**src/rtl/opcode_pkg.sv**
```systemverilog
// Shared opcode constants for the operator-entry path and the HEX display decoder.
// Contents: opcode width/table size, 11-bit opcode constants, the 13-entry
// index-to-opcode table function and the entry FSM state enum.
package opcode_pkg;

  localparam int unsigned OP_W    = 11;
  localparam int unsigned NUM_OPS = 13;
  localparam int unsigned IDX_W   = 4;

  localparam logic [OP_W-1:0] OP_NOP    = 11'h000;
  localparam logic [OP_W-1:0] OP_ADD    = 11'h458;
  localparam logic [OP_W-1:0] OP_SUB    = 11'h658;
  localparam logic [OP_W-1:0] OP_AND    = 11'h450;
  localparam logic [OP_W-1:0] OP_ORR    = 11'h550;
  localparam logic [OP_W-1:0] OP_EOR    = 11'h650;
  localparam logic [OP_W-1:0] OP_LSL    = 11'h69B;
  localparam logic [OP_W-1:0] OP_LDURSW = 11'h5C4;
  localparam logic [OP_W-1:0] OP_STURW  = 11'h5C0;
  localparam logic [OP_W-1:0] OP_B      = 11'h0A0;
  localparam logic [OP_W-1:0] OP_BR     = 11'h6B0;
  localparam logic [OP_W-1:0] OP_BGT    = 11'h2A0;
  localparam logic [OP_W-1:0] OP_ADDI   = 11'h488;

  typedef enum logic {
    IDLE  = 1'b0,
    OFFER = 1'b1
  } entry_state_e;

  // Table index to opcode; out-of-range indices map to NOP.
  function automatic logic [OP_W-1:0] opcode_lookup(input logic [IDX_W-1:0] idx);
    logic [OP_W-1:0] op;
    case (idx)
      4'd0:    op = OP_NOP;
      4'd1:    op = OP_ADD;
      4'd2:    op = OP_SUB;
      4'd3:    op = OP_AND;
      4'd4:    op = OP_ORR;
      4'd5:    op = OP_EOR;
      4'd6:    op = OP_LSL;
      4'd7:    op = OP_LDURSW;
      4'd8:    op = OP_STURW;
      4'd9:    op = OP_B;
      4'd10:   op = OP_BR;
      4'd11:   op = OP_BGT;
      4'd12:   op = OP_ADDI;
      default: op = OP_NOP;
    endcase
    return op;
  endfunction

endpackage

```
**src/rtl/key_debouncer.sv**
```systemverilog
// Conditions one raw active-low pushbutton: 2-flop synchronizer, debounce
// counter and a one-cycle pulse on a debounced press (1->0).
// Ports: clk, rst_n (async active-low), key_n (raw, asynchronous),
//        level_o (debounced level, reset 1), press_o (one-cycle press pulse).
module key_debouncer #(
  parameter int unsigned DEBOUNCE_CYCLES = 1_000_000
) (
  input  logic clk,
  input  logic rst_n,
  input  logic key_n,
  output logic level_o,
  output logic press_o
);

  localparam int unsigned CNT_W = $clog2(DEBOUNCE_CYCLES + 1);

  logic [1:0]       sync_q;
  logic [CNT_W-1:0] cnt_q, cnt_d;
  logic             level_q, level_d;
  logic             press_q, press_d;

  // Level flips after DEBOUNCE_CYCLES consecutive differing samples; any agreeing sample restarts.
  always_comb begin
    cnt_d   = cnt_q;
    level_d = level_q;
    press_d = 1'b0;
    if (sync_q[1] != level_q) begin
      if (cnt_q == CNT_W'(DEBOUNCE_CYCLES - 1)) begin
        level_d = sync_q[1];
        cnt_d   = '0;
        press_d = ~sync_q[1];
      end else begin
        cnt_d = cnt_q + 1'b1;
      end
    end else begin
      cnt_d = '0;
    end
  end

  always_ff @(posedge clk or negedge rst_n) begin
    if (!rst_n) begin
      sync_q  <= 2'b11;
      cnt_q   <= '0;
      level_q <= 1'b1;
      press_q <= 1'b0;
    end else begin
      sync_q  <= {sync_q[0], key_n};
      cnt_q   <= cnt_d;
      level_q <= level_d;
      press_q <= press_d;
    end
  end

  assign level_o = level_q;
  assign press_o = press_q;

endmodule

```
**src/rtl/opcode_entry_encoder.sv**
```systemverilog
// Operator front end: three pushbuttons select a mnemonic from the opcode table
// and issue its 11-bit opcode to the CPU over a valid/ready handshake.
// Ports: CLOCK_50, PHReset (async active-low), key_next_n/key_prev_n/key_issue_n
//        (raw active-low), op_ready in; op_out, op_valid, sel_index, issue_count out.
// Optional feature: OPENC_AUTOREPEAT_EN enables auto-repeat on next/prev.
module opcode_entry_encoder
  import opcode_pkg::*;
#(
  parameter int unsigned DEBOUNCE_CYCLES = 1_000_000,
  parameter int unsigned REPEAT_CYCLES   = 12_500_000
) (
  input  logic             CLOCK_50,
  input  logic             PHReset,
  input  logic             key_next_n,
  input  logic             key_prev_n,
  input  logic             key_issue_n,
  input  logic             op_ready,
  output logic [OP_W-1:0]  op_out,
  output logic             op_valid,
  output logic [IDX_W-1:0] sel_index,
  output logic [7:0]       issue_count
);

  logic lvl_next_c, lvl_prev_c, lvl_issue_c;
  logic press_next_c, press_prev_c, press_issue_c;
  logic nav_next_c, nav_prev_c;

  entry_state_e     state_q, state_d;
  logic [OP_W-1:0]  op_out_q, op_out_d;
  logic             op_valid_q, op_valid_d;
  logic [IDX_W-1:0] sel_q, sel_d;
  logic [7:0]       cnt_q, cnt_d;

  key_debouncer #(.DEBOUNCE_CYCLES(DEBOUNCE_CYCLES)) u_db_next (
    .clk(CLOCK_50), .rst_n(PHReset), .key_n(key_next_n),
    .level_o(lvl_next_c), .press_o(press_next_c)
  );
  key_debouncer #(.DEBOUNCE_CYCLES(DEBOUNCE_CYCLES)) u_db_prev (
    .clk(CLOCK_50), .rst_n(PHReset), .key_n(key_prev_n),
    .level_o(lvl_prev_c), .press_o(press_prev_c)
  );
  key_debouncer #(.DEBOUNCE_CYCLES(DEBOUNCE_CYCLES)) u_db_issue (
    .clk(CLOCK_50), .rst_n(PHReset), .key_n(key_issue_n),
    .level_o(lvl_issue_c), .press_o(press_issue_c)
  );

`ifdef OPENC_AUTOREPEAT_EN
  localparam int unsigned RPT_W = $clog2(REPEAT_CYCLES + 1);

  logic [RPT_W-1:0] rpt_next_q, rpt_next_d, rpt_prev_q, rpt_prev_d;
  logic             rpt_next_c, rpt_prev_c;
  logic             unused_ok_c;

  // Repeat counters run only while the key is held in IDLE, starting after the press pulse.
  always_comb begin
    rpt_next_d = '0;
    rpt_prev_d = '0;
    rpt_next_c = 1'b0;
    rpt_prev_c = 1'b0;
    if (state_q == IDLE && !lvl_next_c && !press_next_c) begin
      if (rpt_next_q == RPT_W'(REPEAT_CYCLES - 1)) rpt_next_c = 1'b1;
      else                                         rpt_next_d = rpt_next_q + 1'b1;
    end
    if (state_q == IDLE && !lvl_prev_c && !press_prev_c) begin
      if (rpt_prev_q == RPT_W'(REPEAT_CYCLES - 1)) rpt_prev_c = 1'b1;
      else                                         rpt_prev_d = rpt_prev_q + 1'b1;
    end
  end

  always_ff @(posedge CLOCK_50 or negedge PHReset) begin
    if (!PHReset) begin
      rpt_next_q <= '0;
      rpt_prev_q <= '0;
    end else begin
      rpt_next_q <= rpt_next_d;
      rpt_prev_q <= rpt_prev_d;
    end
  end

  assign nav_next_c  = press_next_c | rpt_next_c;
  assign nav_prev_c  = press_prev_c | rpt_prev_c;
  assign unused_ok_c = lvl_issue_c;
`else
  logic unused_ok_c;

  assign nav_next_c  = press_next_c;
  assign nav_prev_c  = press_prev_c;
  assign unused_ok_c = &{lvl_next_c, lvl_prev_c, lvl_issue_c, (REPEAT_CYCLES != 32'd0)};
`endif

  // Entry FSM: navigation and issue in IDLE, hold offer until the CPU accepts.
  always_comb begin
    state_d    = state_q;
    op_out_d   = op_out_q;
    op_valid_d = op_valid_q;
    sel_d      = sel_q;
    cnt_d      = cnt_q;
    case (state_q)
      IDLE: begin
        op_valid_d = 1'b0;
        if (nav_next_c && !nav_prev_c) begin
          sel_d = (sel_q == IDX_W'(NUM_OPS - 1)) ? '0 : sel_q + 1'b1;
        end else if (nav_prev_c && !nav_next_c) begin
          sel_d = (sel_q == '0) ? IDX_W'(NUM_OPS - 1) : sel_q - 1'b1;
        end
        // Issue latches the pre-navigation index.
        if (press_issue_c) begin
          op_out_d   = opcode_lookup(sel_q);
          op_valid_d = 1'b1;
          state_d    = OFFER;
        end
      end
      OFFER: begin
        op_valid_d = 1'b1;
        if (op_ready) begin
          op_valid_d = 1'b0;
          cnt_d      = cnt_q + 1'b1;
          state_d    = IDLE;
        end
      end
    endcase
  end

  always_ff @(posedge CLOCK_50 or negedge PHReset) begin
    if (!PHReset) begin
      state_q    <= IDLE;
      op_out_q   <= OP_NOP;
      op_valid_q <= 1'b0;
      sel_q      <= '0;
      cnt_q      <= '0;
    end else begin
      state_q    <= state_d;
      op_out_q   <= op_out_d;
      op_valid_q <= op_valid_d;
      sel_q      <= sel_d;
      cnt_q      <= cnt_d;
    end
  end

  assign op_out      = op_out_q;
  assign op_valid    = op_valid_q;
  assign sel_index   = sel_q;
  assign issue_count = cnt_q;

endmodule

```
**config.mk**
```make
export PLATFORM = sky130hd
export DESIGN_NAME = opcode_entry_encoder
export DESIGN_NICKNAME = d
export VERILOG_FILES = /design/src/rtl/opcode_pkg.sv /design/src/rtl/key_debouncer.sv /design/src/rtl/opcode_entry_encoder.sv
export SDC_FILE = /design/constraint.sdc
export NUM_CORES = 1
export LEC_CHECK = 0
export ABC_AREA = 1
export CORE_MARGIN = 2
export CORE_UTILIZATION = 53
export CTS_BUF_LIST = sky130_fd_sc_hd__clkbuf_4 sky130_fd_sc_hd__clkbuf_8 sky130_fd_sc_hd__clkbuf_16
export CTS_CLUSTER_DIAMETER = 60
export DETAILED_ROUTE_END_ITERATION = 6
export MAX_ROUTING_LAYER = met4
export PLACE_DENSITY = 0.72
export SLEW_MARGIN = 40
export SYNTH_ARGS = -nofsm -noshare
export SYNTH_HDL_FRONTEND = slang
export SYNTH_SLANG_ARGS = --single-unit
```
**constraint.sdc**
```tcl
create_clock -name CLOCK_50 -period 2.48 [get_ports CLOCK_50]
set_clock_uncertainty 0.15 [all_clocks]
set_input_delay 0.62 -clock CLOCK_50 [delete_from_list [all_inputs] [get_ports CLOCK_50]]
set_output_delay 0.62 -clock CLOCK_50 [all_outputs]
set_load 0.005 [all_outputs]
```
==> qor.yml <==
maxCapViolCount: 0
drc: 0
mostFrequentLayoutCell: "nor2_1"
place_inst: 758
start_util_pct: 54.6
rsz0062_at_grt: "no"
finalHoldViolCount: 0
crit_slowest_cell: "dfrtp_1"
grt_pass1_wl_um: 16800
endpoint_kind: "primary output"
cts_resized: 0
avgSynthCellArea_um2: 8.12
syn-cell-area_um2: 5020
synthAdderAreaFrac_pct: 3.99
path_class: "reg2out"
io_buffers: 29
cp_top_family: "flip-flops"
ctsRootBufferMaster: "clkbuf_8"
p_leak_nw: 2.54
stdcell_area_um2: 5730
p_int_mw: 2.35
antennaDiodeCount: 0
hpwl_um: 7160
post_cts_buffers: 0
ys_async_sr_fraction_pct: 100
crit_arrival_ps: 1530
critical_path.cell_chain: "clkdlybuf4s50_1"
synth_ff_type: "dfrtp_1"
drtIter0Drc: 176
synthMuxAreaShare_pct: 0.224
ir_drop_uv: 324
min_path_type: "in2async"
design.core.area_um2: 9200
htree_levels: 3
nNetsFinal: 680
synth-seq-cells: 95
cpPeakStageDelay_ps: 590
fin_tns_setup_ps: 0
grt_util_all_layers_pct: 21.2
cp_max_fo: 13
stdcell_count: 774
syn_inst: 619
final_cell_mix: "nor2_1, nand2_1, dfrtp_1, inv_1, nand3_1"
utilization_pct: 62.3
antenna_found_initial: 0
dieArea_um2: 10300
grt_remaining_overflow: 0
finalCriticalPeriod_ps: 2300
synth-simple-area-share_pct: 31.8
fmax_mhz: 435
crit_buf_inv: 1
combinationalPowerShare_pct: 4.3
firstDrtPassIters: 5
critPathRequiredTime_ps: 1710
synth_edf_count: 0
viasPerCell: 5.09
dpl_cell_area_um2: 5470
power_frac_seq_pct: 53.4
postCtsHoldBufs: 0
start_kind: "register"
place_ws_ps: 318
setup_slack_ps: 181
ff2ff_setup_slack_ps: 570
clockBufferDepth: 2
synth_top_family_by_area: "simple AND/OR/NAND/NOR gates"
grt_max_degree: 37
status: "finished, final reports clean"
hold_slack_ps: 48.7
clkLatencyLatePin_ps: 360
synth_cell_types: 33
syn_nets: 641
period_share_pct: 92.7
place.gp.congestion: 0.882
grt_pass1_vias: 3712
p_per_area_nw_per_um2: 524
die_y_um: 101
synth_xor_area_share_pct: 6.80
io_pins: 30
power.share.clock_pct: 42.3
numCtsBuffers: 9
cts_tree: "built"
slew_viol_final: 0
postRouteWirelength_um: 9620
setup_viol_count_final: 0
tightestPinTransition_ps: 461
yosysSeqAreaShare_pct: 47.5
path_clk_slew_ps: 90
swShare_pct: 21.6
synth_compound_area_share_pct: 3.91
power.total_mw: 3.00
switchingPower_mw: 0.647
yosysWarnings: 0
dr_total_vias: 3940
wl_per_cell_um: 12.4
cts.sinks: 95
slew_headroom_pct: 69.2
final_antenna_net_count: 0
drive_above_1_share_pct: 10.4
syn2layout_area_growth_pct: 14.0
die_w_um: 101
num_rows: 35
==> flip-flops by register name, indices dropped and copies added (netlist names) <==
signal / cells
u_db_issue.cnt_q: 20
u_db_next.sync_q: 2
u_db_next.cnt_q: 20
u_db_prev.cnt_q: 20
issue_count: 8
u_db_prev.sync_q: 2
sel_index: 4
u_db_prev.level_o: 1
u_db_issue.sync_q: 2
u_db_issue.press_o: 1
u_db_next.press_o: 1
u_db_next.level_o: 1
u_db_prev.press_o: 1
op_out: 10
op_valid: 1
u_db_issue.level_o: 1
==> cell families after synthesis <==
group	Yosys count
xor gates and xnor gates	39
and+or+nand+nor	358
muxes	1
buffers and inverters	76
adders and majority gates	16
AOI/OAI and AO/OA	34
DFF	95
==> final timing paths <==
path / from / end / depth (start not counted)
max in group asynchronous: PHReset / u_db_issue.sync_q[0]$_DFF_PN1_ / 2
min: PHReset / op_out[9]$_DFFE_PN0P_ / 1
min in group CLOCK_50: u_db_prev.sync_q[0]$_DFF_PN1_ / u_db_prev.sync_q[1]$_DFF_PN1_ / 0
min reg2reg: u_db_prev.sync_q[0]$_DFF_PN1_ / u_db_prev.sync_q[1]$_DFF_PN1_ / 0
max: sel_index[3]$_DFFE_PN0P_ / sel_index[3] / 1
max reg2reg: sel_index[1]$_DFFE_PN0P_ / sel_index[2]$_DFFE_PN0P_ / 6
==> cell usage after synthesis (7+ instances only) <==
| cell | n | area (um2) |
|---|---|---|
| nand2_1 | 128 | 480 |
| ha_1 | 16 | 200 |
| nor2_1 | 137 | 514 |
| nand3_1 | 36 | 180 |
| nor2_2 | 11 | 68.8 |
| xnor2_1 | 10 | 87.6 |
| xor2_1 | 29 | 254 |
| o21ai_0 | 12 | 60.1 |
| dfstp_2 | 9 | 236 |
| a31oi_1 | 9 | 56.3 |
| nor3_1 | 13 | 65.1 |
| dfrtp_1 | 86 | 2150 |
| a21oi_1 | 7 | 35.0 |
| inv_1 | 68 | 255 |
| nand2_2 | 8 | 50.1 |
==> layer usage <==
layer  global-route usage (%)  vias to the layer above  share of wire (%)
li1                         -                     2011                  -
met1                     29.2                     1855                 50
met2                     32.5                       63                 46
met3                     2.97                       11                2.4
met4                     7.38                        0                1.5
met5                        -                        -                  0
==> cell type report <==
cell class / instances / area [um2]
clock buffer: 11 / 151
clock inverter: 5 / 104
fill: 833 / 3470
inverter: 73 / 274
multi-input combinational: 448 / 2340
sequential: 95 / 2390
tap: 111 / 139
timing repair buffer: 31 / 328
==> power groups by stage <==
stage | clock network (mW) | registers, mW | logic (mW)
detailed placement | 0 | 1.63 | 0.133
floorplan | 0 | 1.63 | 0.0531
global route | 1.37 | 1.61 | 0.148
global placement | 0 | 1.63 | 0.128
finish | 1.27 | 1.60 | 0.129
CTS | 1.30 | 1.60 | 0.134
No activity file was read; power rests on OpenSTA's default activity.
